[config.mk]
export PLATFORM = sky130hd
export DESIGN_NAME = addr_decode_stage
export DESIGN_NICKNAME = d
export VERILOG_FILES = /design/src/rtl/axil_addr_pkg.sv /design/src/rtl/addr_region_match.sv /design/src/rtl/addr_decode_stage.sv
export SDC_FILE = /design/constraint.sdc
export NUM_CORES = 1
export LEC_CHECK = 0
export ABC_AREA = 0
export CAP_MARGIN = 20
export CORE_ASPECT_RATIO = 0.6
export CORE_UTILIZATION = 50
export DETAILED_ROUTE_END_ITERATION = 12
export GPL_TIMING_DRIVEN = 0
export PLACE_DENSITY = 0.89
export SYNTH_ARGS = -nofsm -noshare
export SYNTH_HDL_FRONTEND = slang
export SYNTH_SLANG_ARGS = --single-unit
[constraint.sdc]
create_clock -name clk -period 4.5 [get_ports clk]
set_input_delay 0.45 -clock clk [delete_from_list [all_inputs] [get_ports clk]]
set_output_delay 0.45 -clock clk [all_outputs]
set_load 0.005 [all_outputs]
[src/rtl/axil_addr_pkg.sv]
// rtl/axil_addr_pkg.sv - address map helpers shared by the AXI-Lite decode stage
// Provides the default 4-region map, a packed-map slice helper and the
// overflow-safe region match function. No ports.
package axil_addr_pkg;

  // Widest address / packed map the helpers can carry.
  localparam int MAX_AW     = 64;
  localparam int MAX_PACKED = 4096;

  localparam int DEF_M  = 4;
  localparam int DEF_AW = 32;
  localparam logic [DEF_M*DEF_AW-1:0] DEF_BASE_PACKED =
    {32'h0000_3000, 32'h0000_2000, 32'h0000_1000, 32'h0000_0000};
  localparam logic [DEF_M*DEF_AW-1:0] DEF_SIZE_PACKED = {4{32'h0000_1000}};

  // Extract field idx of width aw from a packed map, zero-extended.
  function automatic logic [MAX_AW-1:0] region_slice(
    input logic [MAX_PACKED-1:0] packed_v,
    input int                    idx,
    input int                    aw
  );
    logic [MAX_AW-1:0] r;
    r = MAX_AW'(packed_v >> (idx * aw));
    if (aw < MAX_AW) r &= (MAX_AW'(1) << aw) - MAX_AW'(1);
    return r;
  endfunction

  // Subtraction form: never forms base+size, so a region ending at the
  // top of the address space does not wrap.
  function automatic logic region_match(
    input logic [MAX_AW-1:0] base,
    input logic [MAX_AW-1:0] size,
    input logic [MAX_AW-1:0] addr,
    input logic              en
  );
    return en && (size != '0) && (addr >= base) && ((addr - base) < size);
  endfunction

endpackage

[src/rtl/addr_region_match.sv]
// rtl/addr_region_match.sv - single-region address comparator
// Ports: base/size - region window, addr - address under test,
//        en - region enable, hit - addr falls inside an enabled, non-empty region.
module addr_region_match
  import axil_addr_pkg::*;
#(
  parameter int ADDR_WIDTH = 32
) (
  input  logic [ADDR_WIDTH-1:0] base,
  input  logic [ADDR_WIDTH-1:0] size,
  input  logic [ADDR_WIDTH-1:0] addr,
  input  logic                  en,
  output logic                  hit
);

  assign hit = region_match(MAX_AW'(base), MAX_AW'(size), MAX_AW'(addr), en);

endmodule

[src/rtl/addr_decode_stage.sv]
// rtl/addr_decode_stage.sv - registered AXI-Lite address decode slice with error capture
// Ports: clk/rst - clock, sync active-high reset
//        in_valid/in_ready/in_addr/region_en - upstream address handshake + enable mask
//        out_valid/out_ready/out_addr/out_slave_id/out_decerr - decoded request
//        err_clear/err_valid/err_addr/err_count - sticky first-error capture and counter
module addr_decode_stage
  import axil_addr_pkg::*;
#(
  parameter int M          = DEF_M,
  parameter int ADDR_WIDTH = DEF_AW,
  parameter int SLAVE_ID_W = (M > 1) ? $clog2(M) : 1,
  parameter logic [M*ADDR_WIDTH-1:0] BASE_ADDR_PACKED = DEF_BASE_PACKED,
  parameter logic [M*ADDR_WIDTH-1:0] SIZE_PACKED      = DEF_SIZE_PACKED,
  parameter int ERRCNT_W   = 8
) (
  input  logic                  clk,
  input  logic                  rst,
  input  logic                  in_valid,
  output logic                  in_ready,
  input  logic [ADDR_WIDTH-1:0] in_addr,
  input  logic [M-1:0]          region_en,
  output logic                  out_valid,
  input  logic                  out_ready,
  output logic [ADDR_WIDTH-1:0] out_addr,
  output logic [SLAVE_ID_W-1:0] out_slave_id,
  output logic                  out_decerr,
  input  logic                  err_clear,
  output logic                  err_valid,
  output logic [ADDR_WIDTH-1:0] err_addr,
  output logic [ERRCNT_W-1:0]   err_count
);

  localparam logic [MAX_PACKED-1:0] BASE_EXT = MAX_PACKED'(BASE_ADDR_PACKED);
  localparam logic [MAX_PACKED-1:0] SIZE_EXT = MAX_PACKED'(SIZE_PACKED);

  logic [M-1:0]          hit;
  logic [SLAVE_ID_W-1:0] dec_id;
  logic                  dec_err;
  logic                  accept;

  for (genvar i = 0; i < M; i++) begin : g_region
    logic [ADDR_WIDTH-1:0] base_i;
    logic [ADDR_WIDTH-1:0] size_i;
    assign base_i = ADDR_WIDTH'(region_slice(BASE_EXT, i, ADDR_WIDTH));
    assign size_i = ADDR_WIDTH'(region_slice(SIZE_EXT, i, ADDR_WIDTH));
    addr_region_match #(.ADDR_WIDTH(ADDR_WIDTH)) u_match (
      .base (base_i),
      .size (size_i),
      .addr (in_addr),
      .en   (region_en[i]),
      .hit  (hit[i])
    );
  end

  // Scan high to low so the lowest matching index is the last to assign.
  always_comb begin
    dec_id  = '0;
    dec_err = 1'b1;
    for (int i = M - 1; i >= 0; i--) begin
      if (hit[i]) begin
        dec_id  = SLAVE_ID_W'(i);
        dec_err = 1'b0;
      end
    end
  end

  assign in_ready = !out_valid || out_ready;
  assign accept   = in_valid && in_ready;

  always_ff @(posedge clk) begin
    if (rst) begin
      out_valid    <= 1'b0;
      out_addr     <= '0;
      out_slave_id <= '0;
      out_decerr   <= 1'b0;
      err_valid    <= 1'b0;
      err_addr     <= '0;
      err_count    <= '0;
    end else begin
      if (accept) begin
        out_valid    <= 1'b1;
        out_addr     <= in_addr;
        out_slave_id <= dec_id;
        out_decerr   <= dec_err;
      end else if (out_ready) begin
        out_valid <= 1'b0;
      end

      // A fresh error outranks a simultaneous clear.
      if (accept && dec_err) begin
        if (!err_valid || err_clear) err_addr <= in_addr;
        err_valid <= 1'b1;
        if (err_clear)            err_count <= ERRCNT_W'(1);
        else if (err_count != '1) err_count <= err_count + ERRCNT_W'(1);
      end else if (err_clear) begin
        err_valid <= 1'b0;
        err_count <= '0;
      end
    end
  end

endmodule

==> metrics.md <==
| Metric | Value |
|---|---|
| Status | `complete, no violations` |
| Core area | `7390 um^2` |
| Post-synth EDFFs | `0` |
| Clk pin slew, worst setup/hold paths | `0.06 ns` |
| Hold buffers post-CTS | `0` |
| First-pass GRT wire length | `19400 um` |
| R2R depth | `9` |
| Antenna violations before repair | `0` |
| Post-CTS setup buffer count | `0` |
| Vias in the first global route | `3867` |
| Worst R2R Start | `out_valid$_SDFFE_PP0P_` |
| Post-DR vias/cell | `6.03` |
| Setup violations, final | `0` |
| CTS resizes | `0` |
| Post-Synth Simple-Gate Area | `28.2%` |
| Post-synthesis mux area share | `0.645%` |
| Hpwl dp | `9300 um` |
| DR iter-0 viols | `408` |
| Wl on met1 | `5400 um` |
| YS warnings | `0` |
| Largest family of logic cells by synthesized area | `simple AND/OR/NAND/NOR gates` |
| Post-Syn Instances | `488` |
| Detail Route met2 WL | `5460 um` |
| Synth Net Count | `532` |
| RSZ-0062 raised after global routing | `false` |
| P_leak | `0.00191 uW` |
| Req. time, crit path | `4.76 ns` |
| Most common cell after layout, fill and taps aside | `clkdlybuf4s50_1` |
| Setup crit end kind | `flip-flop` |
| Crit-path max FO | `10` |
| Power Density | `320 nW/um^2` |
| Synthesized flop and latch total | `77` |
| Sw frac | `28.0%` |
| 1st-pass router iterations | `6` |
| Worst-Skew Late Latency | `0.34 ns` |
| NetSw | `483 uW` |
| Clock Skews | `0.00527 ns` |
| Worst setup path endpoint | `err_addr[0]$_SDFFE_PP0P_` |
| GR Util All Layers | `31.1%` |
| Dpl ws | `0.698 ns` |
| Setup TNS | `0 ns` |
| Critical path class | `input pin to flip-flop` |
| Async SR Flop Fraction | `0%` |
| Routed len/inst | `17.5 um` |
| Reg2Reg Setup Slack | `2.29 ns` |
| Crit path launch | `in_addr[13]` |
| CP arrival | `3.83 ns` |
| DRC | `0` |
| GRT overflow | `0` |
| Worst slew margin | `50.2%` |
| Fin worst setup slack | `0.936 ns` |
| Top routing layer used | `met4` |
| HP Start | `in_addr[16]` |
| Hold Crit Class | `input pin to flip-flop` |
| Pin count of the biggest net entering global routing | `16` |
| Layout cells sized above 1 | `9.95%` |
| CTS root buf | `clkbuf_16` |
| Mean Syn Cell Area | `7.95 um^2` |
| Final hold violation count | `0` |
| Sequential fraction of the synthesis area | `39.7%` |
| Initial Util | `52.5%` |
| Mapped Area | `3880 um^2` |
| Routed WL | `12600 um` |
| PortBufs | `109` |
| Row count | `24` |
| CTS tree | `yes` |
| Internal power | `1240 uW` |
| FF-to-FF End | `err_addr[0]$_SDFFE_PP0P_` |
| Antenna Cells | `0` |
| Startpoint types | `input pin` |
| Comb power frac | `17.2%` |
| DIE AREA | `8130 um^2` |
| Slew @ Worst Pin | `0.740 ns` |
| Yosys cell types | `68` |
| Fin. max-slew vios | `0` |
| # IOs | `119` |
| Xor/xnor share of the synthesized area | `1.13%` |
| Syn-to-layout area delta | `38.8%` |
| Adder-cell share of the synthesized area | `0.967%` |
| Htree depth | `3` |
| Tmin final | `3.56 ns` |
| Die Wd | `116 um` |
| Via count | `4325` |
| Commonest non-fill, non-tap cells in the layout | `clkdlybuf4s50_1 (109), dfxtp_1 (77), nand2_1 (74)` |
| Clock network power share | `39.9%` |
| Synth Area in Compound Gates | `22.8%` |
| Worst IR Drop VDD | `0.175 mV` |
| Max Cap Viol | `0` |
| WL met3 | `1500 um` |
| Final Cycle Share | `79.2%` |
| Hold slack | `0.399 ns` |
| Fmax | `281 MHz` |
| Total CTS buffers | `9` |
| Vertical die dimension | `70.2 um` |
| Top_reg_cell synth | `dfxtp_1` |
| Seq pwr share | `42.9%` |
| Fin nets | `652` |
| Gpl congestion | `0.974` |
| Max Buffers Root-to-Sink | `2` |
| Clock Sink Count | `77` |
| Antenna Nets Post-Route | `0` |
## worst min path at each step
stage / to / slack, ns / cells after the start
3_3_place_gp: out_addr[19]$_SDFFE_PP0P_ / 0.44 / 2
5_1_grt: out_addr[16]$_SDFFE_PP0P_ / 0.41 / 3
3_5_place_dp: out_addr[19]$_SDFFE_PP0P_ / 0.45 / 2
4_1_cts: out_addr[16]$_SDFFE_PP0P_ / 0.39 / 3
2_1_floorplan: out_addr[0]$_SDFFE_PP0P_ / 0.45 / 2
6_report: out_addr[16]$_SDFFE_PP0P_ / 0.40 / 3
## flip-flops by register name (all words and copies together) (netlist names)
register / cells
err_addr: 32
err_count: 8
err_valid: 1
out_addr: 32
out_decerr: 1
out_slave_id: 2
out_valid: 1
## per-layer routing
layer | GRT usage, % | vias up
met5 | 0 | -
met4 | 9.83 | 0
met3 | 11.6 | 24
met2 | 46.8 | 267
met1 | 41.3 | 2052
li1 | - | 1982
## layout make-up
cell class / count / area (um^2)
clock inverters: 7 / 58.8
multi-input cells: 356 / 2090
flip-flops and latches: 77 / 1540
inverters: 11 / 41.3
well taps: 104 / 130
repair buffers: 109 / 1090
clock buffers: 9 / 225
fillers: 586 / 2000
plain buffers: 44 / 213
## cells by family after synthesis
group                      count (synthesis)
DFF                                       77
muxes                                      2
AOI/OAI and AO/OA                        145
xor gates and xnor gates                   5
and+or+nand+nor                          201
adders and majority gates                  3
buffers and inverters                     55
## critical path: stages
cell	delay, ns
clkdlybuf4s50_1	0.45
clkbuf_1	0.25
inv_1	0.11
ha_1	0.24
nor4b_4	0.29
nand3_2	0.16
mux2_4	0.34
a2111oi_2	0.33
o2111ai_2	0.24
o21ai_2	0.20
clkbuf_1	0.40
o21ai_0	0.17
a21oi_1	0.18
## synth_stat cells, types with 3 or more instances
cell type  number  area, um^2
dfxtp_1        77        1540
nand2_1        74         278
a21oi_1        73         365
nand3_1        44         220
o21ai_0        38         190
nor2_1         21        78.8
clkbuf_1       20        75.1
buf_2          14        70.1
inv_1          11        41.3
nand4_1         8        50.1
nor4_1          7        43.8
and3_1          5        31.3
nor3_1          5        25.0
a22oi_1         4        30.0
nand3b_1        4        30.0
a31oi_1         3        18.8
and4_1          3        26.3
buf_1           3        11.3
buf_6           3        33.8
clkbuf_2        3        15.0
ha_1            3        37.5
nand2b_1        3        18.8
nor2b_1         3        18.8
nor3b_1         3        22.5
nor4_4          3        63.8
xor2_1          3        26.3
## metrics by stage
step                      total power (uW)  cells  utilization, %  area, um^2
after global routing                  1780    717            72.9        5390
after detailed placement              1040    701            69.1        5100
final                                 1720    717            72.9        5390
after global placement                1030    701            69.1        5100
after floorplan                        887    488               -        3880
after CTS                             1720    717            72.9        5390
## power by group through the flow
stage | combinational [uW] | sequential [uW] | clock, uW
floorplan | 133 | 754 | 0
global placement | 282 | 751 | 0
detailed placement | 290 | 753 | 0
CTS | 292 | 738 | 693
global route | 320 | 742 | 717
finish | 297 | 739 | 688
Note: power is estimated with default switching activity, not from simulation.
